[config.mk]
export PLATFORM = sky130hd
export DESIGN_NAME = issue_scoreboard
export DESIGN_NICKNAME = d
export VERILOG_FILES = /design/src/rtl/issue_scoreboard_pkg.sv /design/src/rtl/issue_scoreboard_sb_entry.sv /design/src/rtl/issue_scoreboard.sv
export SDC_FILE = /design/constraint.sdc
export NUM_CORES = 1
export LEC_CHECK = 0
export BUFFER_PORTS_ARGS = -buffer_cell sky130_fd_sc_hd__buf_4
export CAP_MARGIN = 20
export CORE_UTILIZATION = 60
export CTS_CLUSTER_SIZE = 12
export DETAILED_ROUTE_END_ITERATION = 10
export MAX_ROUTING_LAYER = met4
export PLACE_DENSITY = 0.8
export SLEW_MARGIN = 30
export SYNTH_ARGS = -nofsm -noshare
export SYNTH_HDL_FRONTEND = slang
export SYNTH_HIERARCHICAL = 1
export SYNTH_SLANG_ARGS = --single-unit
[constraint.sdc]
create_clock -name clk -period 3.7 [get_ports clk]
set_input_delay 0.74 -clock clk [delete_from_list [all_inputs] [get_ports clk]]
set_output_delay 0.74 -clock clk [all_outputs]
set_load 0.01 [all_outputs]
[src/rtl/issue_scoreboard_pkg.sv]
// Shared constants for the ID-stage issue scoreboard.
// Ports: none (package only).
// Default sizes: 32 architectural registers, 2-bit in-flight counters (EXE/MEM/WB).
package issue_scoreboard_pkg;

  localparam int NREG_DEF  = 32;
  localparam int CNT_W_DEF = 2;
  localparam int RADDR_W   = 5;

  // Non-zero register test: r0 is hard-wired zero and never tracked.
  function automatic logic reg_nz(input logic [RADDR_W-1:0] addr);
    return addr != '0;
  endfunction

endpackage

[src/rtl/issue_scoreboard_sb_entry.sv]
// One scoreboard entry: in-flight writer count plus "newest result not yet bypassable" flag.
// Ports: clk/resetn, flush_i, issue_i + issue_late_i, res_i, retire_i in; late_o out.
// Update priority: flush > issue > RES > retire; single-cycle registered update.
module sb_entry #(
  parameter int CNT_W = issue_scoreboard_pkg::CNT_W_DEF
) (
  input  logic clk,
  input  logic resetn,
  input  logic flush_i,
  input  logic issue_i,
  input  logic issue_late_i,
  input  logic res_i,
  input  logic retire_i,
  output logic late_o
);

  logic [CNT_W-1:0] cnt_q, cnt_d;
  logic             late_q, late_d;

  always_comb begin
    cnt_d  = cnt_q;
    late_d = late_q;
    if (flush_i) begin
      cnt_d  = '0;
      late_d = 1'b0;
    end else if (issue_i) begin
      // A retiring older writer and the new writer cancel out in the count;
      // the newly issued writer always defines the late flag.
      if (!retire_i) begin
        cnt_d = cnt_q + 1'b1;
      end
      late_d = issue_late_i;
    end else begin
      if (retire_i && (cnt_q != '0)) begin
        cnt_d = cnt_q - 1'b1;
      end
      // With no writer left there is nothing pending; also covers stray
      // retirements after a flush, which saturate at zero.
      if (res_i || (retire_i && (cnt_d == '0))) begin
        late_d = 1'b0;
      end
    end
  end

  always_ff @(posedge clk) begin
    if (!resetn) begin
      cnt_q  <= '0;
      late_q <= 1'b0;
    end else begin
      cnt_q  <= cnt_d;
      late_q <= late_d;
    end
  end

  assign late_o = late_q;

  // More than 2^CNT_W-1 writers in flight to one register cannot happen in a legal pipeline.
  a_no_overflow: assert property (@(posedge clk) disable iff (!resetn)
    !(issue_i && !retire_i && !flush_i && (cnt_q == {CNT_W{1'b1}})));

endmodule

[src/rtl/issue_scoreboard.sv]
// ID-stage issue controller: holds the ID instruction while a source or destination has a late writer.
// Ports: ID decode fields, EXE_allowin, RES/WB events, flush in; ID_ready_go, ID_allowin, ID_to_EXE_valid, stall_cycles out.
// Zero-latency issue; scoreboard updates registered. Macro ISSUE_STALL_CNT_EN builds the stall-cycle counter.
module issue_scoreboard
  import issue_scoreboard_pkg::*;
#(
  parameter int NREG  = NREG_DEF,
  parameter int CNT_W = CNT_W_DEF
) (
  input  logic               clk,
  input  logic               resetn,
  input  logic               ID_valid,
  input  logic               ID_rf_r_en1,
  input  logic               ID_rf_r_en2,
  input  logic [RADDR_W-1:0] ID_rf_r_addr1,
  input  logic [RADDR_W-1:0] ID_rf_r_addr2,
  input  logic               ID_rf_w_en,
  input  logic [RADDR_W-1:0] ID_rf_w_addr,
  input  logic               ID_late,
  input  logic               EXE_allowin,
  input  logic               RES_valid,
  input  logic [RADDR_W-1:0] RES_addr,
  input  logic               WB_valid,
  input  logic               WB_rf_w_en,
  input  logic [RADDR_W-1:0] WB_rf_w_addr,
  input  logic               flush,
  output logic               ID_ready_go,
  output logic               ID_allowin,
  output logic               ID_to_EXE_valid,
  output logic [31:0]        stall_cycles
);

  logic [NREG-1:0] late;
  logic            src1_ok, src2_ok, waw_ok;
  logic            issue;

  // r0 is never tracked.
  assign late[0] = 1'b0;

  for (genvar i = 1; i < NREG; i++) begin : g_ent
    sb_entry #(.CNT_W(CNT_W)) u_ent (
      .clk          (clk),
      .resetn       (resetn),
      .flush_i      (flush),
      .issue_i      (issue && ID_rf_w_en && (ID_rf_w_addr == RADDR_W'(i))),
      .issue_late_i (ID_late),
      .res_i        (RES_valid && (RES_addr == RADDR_W'(i))),
      .retire_i     (WB_valid && WB_rf_w_en && (WB_rf_w_addr == RADDR_W'(i))),
      .late_o       (late[i])
    );
  end

  // Only registered state is read here: a RES/WB event unblocks one cycle later.
  assign src1_ok = !ID_rf_r_en1 || !reg_nz(ID_rf_r_addr1) || !late[ID_rf_r_addr1];
  assign src2_ok = !ID_rf_r_en2 || !reg_nz(ID_rf_r_addr2) || !late[ID_rf_r_addr2];
  // Keeps at most one late writer per register, so one RES clears it.
  assign waw_ok  = !ID_rf_w_en  || !late[ID_rf_w_addr];

  assign ID_ready_go     = src1_ok && src2_ok && waw_ok;
  assign ID_to_EXE_valid = ID_valid && ID_ready_go && !flush;
  assign ID_allowin      = !ID_valid || (ID_ready_go && EXE_allowin);
  assign issue           = ID_to_EXE_valid && EXE_allowin;

`ifdef ISSUE_STALL_CNT_EN
  logic [31:0] stall_q, stall_d;

  always_comb begin
    stall_d = stall_q;
    if (ID_valid && !ID_ready_go) begin
      stall_d = stall_q + 32'd1;
    end
  end

  always_ff @(posedge clk) begin
    if (!resetn) begin
      stall_q <= '0;
    end else begin
      stall_q <= stall_d;
    end
  end

  assign stall_cycles = stall_q;
`else
  assign stall_cycles = '0;
`endif

endmodule
==> out/metrics.yaml, run 1 <==
status:
  outcome: "complete, no violations"
worst_hold_path:
  whs_path_depth: 2
  hold_end: "g_ent[7].u_ent/cnt_q[0]$_SDFFE_PP0P_"
  worstHoldStart: "g_ent[7].u_ent/cnt_q[0]$_SDFFE_PP0P_"
  holdCritPathClass: "reg2reg"
clock_tree:
  cts.sinks: 93
  cts_buffers: 9
  postCtsHoldBufs: 0
  cts_setup_buffers: 0
  clock_latency_ns: 0.36
  cts_root_buf: "clkbuf_16"
  cts_resized: 0
  cts_tree: "done"
  clkTransAtPathRegs_ns: 0.06
  cts.path.max_buffers: 2
  htreeDepth: 3
power_and_ir_drop:
  p_switching_uw: 589
  p_total_mw: 2.14
  power_density_nw_per_um2: 230
  seqPwrFrac: 0.469
  p_comb_frac: 0.134
  power_leakage_nw: 3.18
  switching_share: 0.276
  vdd_drop_max_v: 0.000225
  internal_power_mw: 1.55
  p_clk_frac: 0.398
sta:
  fin_worst_skew_ns: 0.00838
  rsz0062_at_grt: "no"
  period_minus_slack_ns: 3.54
  max_slew_margin: 0.336
  timing.fmax_mhz: 283
  tightestPinTransition_ns: 0.996
  fin_ws_ns: 0.161
  setup_violations: 0
  finalSetupTns_ns: 0
  fin_crit_sh: 0.956
  hold_viol: 0
  finalMaxSlewViolations: 0
drt:
  viasPerCell: 6.46
  wl_per_cell_um: 17.5
  vias: 8315
  drtAntennaViolNets: 0
  drt-total-wl_um: 22500
  drt_pass1_iterations: 5
  drc: 0
  drt_iter0_drc: 826
cells_and_area:
  fillers: 1238
  diodes: 0
  fin_util: 0.666
  fin_area_um2: 9280
  syn_to_final_growth_pct: 8.18
  multi_input_area_um2: 6170
  layout-drive-gt1-share: 0.153
  register_area_um2: 1860
  nets: 1173
global_routing:
  grt_usage: 0.323
  grt-ovfl-total: 0
  grt_pass1_wl_um: 36300
  grt_pass1_vias: 7312
  grt_max_degree: 32
  antenna_found_initial: 0
placement:
  place_area_um2: 9030
  gp_congestion: 0.959
  port-buffer-count: 39
  place_ws_ns: 0.0738
  place_hpwl_um: 16700
critical_path:
  end_kind: "primary output"
  reg2reg_depth: 9
  r2r_setup_slack_ns: 0.62
  crit_path_max_fanout: 9
  cp.arrival_ns: 2.80
  crit_type: "in2out"
  required_ns: 2.96
  r2r_end: "g_ent[25].u_ent/cnt_q[1]$_SDFFE_PP0P_"
  r2r_start: "g_ent[22].u_ent/late_o$_SDFFE_PP0P_"
  worst_setup_path_start_kind: "input pin"
logic_synthesis:
  netlist_area_um2: 8580
  synth_edf_count: 0
  ys_warn_count: 6
  ys_types: 49
  ys_ff_latch: 93
  yosysSeqAreaShare: 0.217
  ys.flop_type: "dfxtp_1"
  synth_cells: 1060
  syn_avg_cell_area_um2: 8.10
  async_reset_ff_frac: 0
die:
  die_w_um: 122
  ios: 72
  coreArea_um2: 13900
  rows: 43
  die_area_um2: 14800
  initial_core_util: 0.616
  chipHeight_um: 122
run:
  maxCapViolations: 0
metrics by stage:
| step | hold WS, ns | std cells |
|---|---|---|
| CTS | 0.600 | 1288 |
| global placement | 0.581 | 1274 |
| global route | 0.631 | 1288 |
| floorplan | 0.547 | 1091 |
| detailed placement | 0.585 | 1274 |
| finish | 0.605 | 1288 |
critical path, stage by stage:
cell and delay (ns):
buf_4 0.19, mux4_2 0.51, and2_1 0.17, o31ai_1 0.37
a211oi_4 0.15, o41ai_1 0.38, buf_4 0.18, buf_4 0.11
synthesized netlist by cell type, types with 32 or more instances:
cell type,count,area share
nor3_1,112,0.065
nand2_1,106,0.046
dfxtp_1,93,0.22
nor2_1,92,0.040
inv_1,68,0.030
nand2b_1,43,0.031
buf_4,39,0.034
nor2b_1,37,0.027
nand4b_1,33,0.034
a211oi_1,32,0.028
nor3b_1,32,0.028
o21ai_0,32,0.019
o22ai_1,32,0.023
o31ai_1,32,0.028
layout by cell type (no fill, tap or decap), types with 2 or more instances in the layout:
cell       instances
o22ai_1           32
mux4_2            18
nand2b_4          31
conb_1            32
nor3_1           112
dfxtp_1           93
nor3b_1           32
nor4_1             3
o211a_1           31
buf_12             2
nor2_1            92
o31ai_1           32
nand2b_1          43
clkbuf_1           2
o21ai_0           32
mux2_2             8
nand4_1            3
nand2_1          106
nand3_1            5
inv_1             68
ha_1              31
nand4b_1          33
clkinv_2           3
buf_4             64
nor4_2            29
or3_1              3
nand3b_1           4
mux2i_1            6
or4b_1            31
nor2b_1           37
a211oi_1          32
o21a_1            31
clkbuf_16          9
and3_1             2
registers in the layout, indices dropped and copies added, names as in the netlist:
register            cells
g_ent.u_ent/late_o     31
g_ent.u_ent/cnt_q      62
how the worst max path moves through the flow:
stage                     startpoint                                     to  slack (ns)
floorplan           ID_rf_r_addr1[2]                        ID_to_EXE_valid        0.47
detailed placement  ID_rf_r_addr1[0]  g_ent[25].u_ent/cnt_q[1]$_SDFFE_PP0P_        0.07
global route        ID_rf_r_addr2[0]                             ID_allowin       0.008
CTS                 ID_rf_r_addr2[0]                             ID_allowin        0.17
global placement     ID_rf_w_addr[0]  g_ent[25].u_ent/cnt_q[1]$_SDFFE_PP0P_        0.13
finish              ID_rf_r_addr2[0]                             ID_allowin        0.16
cell families (layout without fill, tap and decap cells):
family / count (synthesis) / after routing / share of synthesized area
compound gates: 202 / 202 / 0.175
fa+ha+maj: 31 / 31 / 0.0452
buf+inv: 131 / 148 / 0.0796
flops: 93 / 93 / 0.217
mux: 32 / 32 / 0.0647
other cells: 1 / 32 / 0.000437
simple gates: 570 / 570 / 0.418
power by group through the flow:
stage	logic (mW)	registers (mW)	clock network, mW
after detailed placement	0.279	1.02	0
final	0.286	1.00	0.850
after CTS	0.280	1.00	0.867
after global routing	0.303	1.00	0.902
after floorplan	0.196	1.02	0
after global placement	0.277	1.02	0
layer usage:
layer	routed length (µm)	vias to the layer above	GRT usage
li1	-	3965	-
met1	9950	3912	0.433
met2	9930	391	0.488
met3	2110	47	0.0674
met4	522	0	0.0934
met5	0	-	-
cell type report:
type                       instances  share of cell area
multi-input combinational        867               0.665
sequential                        93               0.201
timing repair buffer              66              0.0561
inverter                          68              0.0275
clock buffer                      11              0.0251
tap                              180              0.0243
clock inverter                     3             0.00162
Note: power is estimated with default switching activity, not from simulation.
==> run 2: changes to the inputs <==
--- a/config.mk
+++ b/config.mk
@@ -6,7 +6,8 @@
 export NUM_CORES = 1
 export LEC_CHECK = 0
 export BUFFER_PORTS_ARGS = -buffer_cell sky130_fd_sc_hd__buf_4
-export CAP_MARGIN = 20
+export CAP_MARGIN = 25
+export CORE_MARGIN = 4
 export CORE_UTILIZATION = 60
 export CTS_CLUSTER_SIZE = 12
 export DETAILED_ROUTE_END_ITERATION = 10
@@ -15,5 +16,4 @@
 export SLEW_MARGIN = 30
 export SYNTH_ARGS = -nofsm -noshare
 export SYNTH_HDL_FRONTEND = slang
-export SYNTH_HIERARCHICAL = 1
 export SYNTH_SLANG_ARGS = --single-unit
==> out/metrics.yaml, run 2 <==
logic_synthesis:
  yosysMostFrequentCell: "dfxtp_1"  # was nor3_1
  ys.flop_type: "dfxtp_1"  # unchanged
  ys_types: 71  # was 49
  synth_edf_count: 0  # unchanged
  syn_avg_cell_area_um2: 7.84  # was 8.10 µm²
  yosys-top-cells-count: "dfxtp_1 (93), nand2_1 (81), nor2_1 (70)"  # was nor3_1 (112), nand2_1 (106), dfxtp_1 (93)
  netlist_area_um2: 7770  # was 8580 µm²
  ys_warn_count: 0  # was 6
  synth.top_cell.area_share: 0.240  # was 0.217
  yosysSeqAreaShare: 0.240  # was 0.217
  yosys.area.top_type: "dfxtp_1"  # unchanged
  async_reset_ff_frac: 0  # unchanged
  synth_cells: 991  # was 1060
  ys_ff_latch: 93  # unchanged
  synthTopCellsByArea: "dfxtp_1 (24%), ha_1 (5.0%), mux4_2 (4.9%)"  # was dfxtp_1 (22%), nor3_1 (6.5%), nand2b_4 (5.0%)
critical_path:
  crit_path_max_fanout: 8  # was 9
  cpPeakStageDelay_ns: 0.50  # was 0.51 ns
  worst_setup_path_start_kind: "input pin"  # unchanged
  path_cells: "buf_4, mux4_2, mux4_2, nand2b_1, a32o_1, nor4b_2, buf_4"  # was buf_4, mux4_2, and2_1, o31ai_1, a211oi_4, o41ai_1, buf_4, buf_4
  cp_slowest_cell: "mux4_2"  # unchanged
  cp.arrival_ns: 2.87  # was 2.80 ns
  required_ns: 2.96  # about the same
  end_kind: "primary output"  # unchanged
  critical_path_buf_inv_count: 2  # was 3
  crit_type: "in2out"  # unchanged
  path_delay_family: "multiplexers"  # was compound AO/OA/AOI/OAI gates
  r2r_setup_slack_ns: 0.62  # about the same
sta:
  finalSetupTns_ns: 0  # unchanged
  fin_ws_ns: 0.0947  # was 0.161 ns
  setup_violations: 0  # unchanged
  tightestPinTransition_ns: 0.815  # was 0.996 ns
  finalMaxSlewViolations: 0  # unchanged
  hold_viol: 0  # unchanged
  fin_worst_skew_ns: 0.00436  # was 0.00838 ns
  rsz0062_at_grt: "no"  # unchanged
  fin_crit_sh: 0.974  # was 0.956
  max_slew_margin: 0.454  # was 0.336
  period_minus_slack_ns: 3.61  # was 3.54 ns
  timing.fmax_mhz: 277  # was 283 MHz
status:
  outcome: "complete, no violations"  # unchanged
placement:
  gp_congestion: 1.04  # was 0.959
  place_area_um2: 8200  # was 9030 µm²
  place_hpwl_um: 18100  # was 16700 µm
  port-buffer-count: 39  # unchanged
  place_ws_ns: 0.118  # was 0.0738 ns
worst_hold_path:
  holdCritPathClass: "reg2reg"  # unchanged
clock_tree:
  cts.path.max_buffers: 2  # unchanged
  clkTransAtPathRegs_ns: 0.06  # about the same
  cts_resized: 0  # unchanged
  htreeDepth: 3  # unchanged
  cts_setup_buffers: 0  # unchanged
  cts_buffers: 9  # unchanged
  cts_tree: "done"  # unchanged
  cts_root_buf: "clkbuf_16"  # unchanged
  clock_latency_ns: 0.35  # was 0.36 ns
  postCtsHoldBufs: 0  # unchanged
  cts.sinks: 93  # unchanged
die:
  die_area_um2: 14800  # about the same
  coreArea_um2: 12700  # was 13900 µm²
  initial_core_util: 0.613  # was 0.616
  chipHeight_um: 122  # about the same
  ios: 72  # unchanged
  die_w_um: 122  # about the same
  rows: 41  # was 43
drt:
  wl_per_cell_um: 19.9  # was 17.5 µm
  drt-total-wl_um: 23900  # was 22500 µm
  drt_iter0_drc: 1111  # was 826
  viasPerCell: 6.78  # was 6.46
  drc: 0  # unchanged
  drt_pass1_iterations: 5  # unchanged
  drtAntennaViolNets: 0  # unchanged
  vias: 8131  # was 8315
power_and_ir_drop:
  internal_power_mw: 1.66  # was 1.55 mW
  power_leakage_nw: 2.79  # was 3.18 nW
  p_total_mw: 2.27  # was 2.14 mW
  seqPwrFrac: 0.441  # was 0.469
  switching_share: 0.270  # was 0.276
  power_density_nw_per_um2: 267  # was 230 nW/µm²
  p_switching_uw: 613  # was 589 µW
  vdd_drop_max_v: 0.000179  # was 0.000225 V
  p_clk_frac: 0.423  # was 0.398
  p_comb_frac: 0.136  # was 0.134
cells_and_area:
  regMostFlops: "g_ent.u_ent.cnt_q"  # was g_ent.u_ent/cnt_q
  nets: 1092  # was 1173
  diodes: 0  # unchanged
  fin_area_um2: 8500  # was 9280 µm²
  syn_to_final_growth_pct: 9.35  # was 8.18%
  mostFrequentLayoutCell: "dfxtp_1"  # was nor3_1
  largest_reg_flops: 62  # unchanged
  layout_common_cells: "dfxtp_1 (93), nand2_1 (81), buf_4 (73)"  # was nor3_1 (112), nand2_1 (106), dfxtp_1 (93)
  layout-drive-gt1-share: 0.152  # was 0.153
global_routing:
  grt-ovfl-total: 0  # unchanged
  grt_max_degree: 47  # was 32
  grt_pass1_wl_um: 38000  # was 36300 µm
  antenna_found_initial: 0  # unchanged
  grt_pass1_vias: 7298  # was 7312
  grt_usage: 0.335  # was 0.323
run:
  maxCapViolations: 0  # unchanged
==> run 2: cell count changes in the layout (fill, tap and decap cells not counted), sizes merged, moves of 25 or more <==
cell | previous run | this run
a21oi | 0 | 53
a31oi | 1 | 44
nand2b | 74 | 12
nand3 | 5 | 42
nand4 | 3 | 28
nand4b | 33 | 1
nor3 | 112 | 58
nor4 | 32 | 4
o211a | 31 | 3
o221ai | 1 | 26
o22ai | 32 | 2
or4b | 31 | 0
==> run 2: worst reg2reg max path: stages (launching register included) <==
cell      delay [ns]
dfxtp_1         0.37
mux4_2          0.48
mux4_2          0.47
nand2b_1        0.21
a32oi_4         0.41
buf_4           0.36
nand2_1         0.19
o221a_2         0.26
a311oi_1        0.25
==> run 2: per-stage QoR <==
stage / utilization / hold WS [ns] / std cells
after floorplan: - / 0.462 / 1022
after global placement: 0.646 / 0.478 / 1184
after detailed placement: 0.647 / 0.478 / 1185
after CTS: 0.671 / 0.488 / 1200
after global routing: 0.671 / 0.512 / 1200
final: 0.671 / 0.492 / 1200
==> run 2: power groups by stage <==
stage / Clock [mW] / Combinational, mW / Sequential (mW)
after detailed placement: 0 / 0.296 / 1.02
after global placement: 0 / 0.292 / 1.02
after CTS: 0.968 / 0.297 / 1.00
after floorplan: 0 / 0.198 / 1.02
after global routing: 1.02 / 0.324 / 1.00
final: 0.960 / 0.308 / 1.00
==> run 2: path summary, 6_finish.rpt <==
check / start / to / depth (start not counted)
min: g_ent[19].u_ent.cnt_q[1]$_SDFFE_PP0P_ / g_ent[19].u_ent.cnt_q[1]$_SDFFE_PP0P_ / 2
min reg2reg: g_ent[19].u_ent.cnt_q[1]$_SDFFE_PP0P_ / g_ent[19].u_ent.cnt_q[1]$_SDFFE_PP0P_ / 2
max reg2reg: g_ent[31].u_ent.late_o$_SDFFE_PP0P_ / g_ent[25].u_ent.cnt_q[1]$_SDFFE_PP0P_ / 8
max: ID_rf_r_addr2[1] / ID_to_EXE_valid / 7
==> run 2: kinds of logic (layout without fill, tap and decap cells) <==
kind of cell,Yosys count,count (layout),share of synthesized area
buffers and inverters,154,160,0.105
adders and majority gates,31,31,0.0499
AOI/OAI and AO/OA,274,274,0.250
DFF,93,93,0.240
and+or+nand+nor,402,402,0.272
muxes,36,36,0.0829
other,1,32,0.000482
==> run 2: layout make-up <==
cell class,count,area (µm²)
timing repair buffer,76,608
fill,1131,4170
inverter,69,259
clock inverter,4,47.5
sequential,93,1860
multi-input combinational,775,5260
clock buffer,11,253
tap,172,215
==> run 2: metal layers <==
metal | share of wire | vias to the layer above | global-route usage
li1 | - | 3792 | -
met1 | 0.40 | 3806 | 0.440
met2 | 0.45 | 463 | 0.517
met3 | 0.11 | 70 | 0.0576
met4 | 0.036 | 0 | 0.133
met5 | 0 | - | -
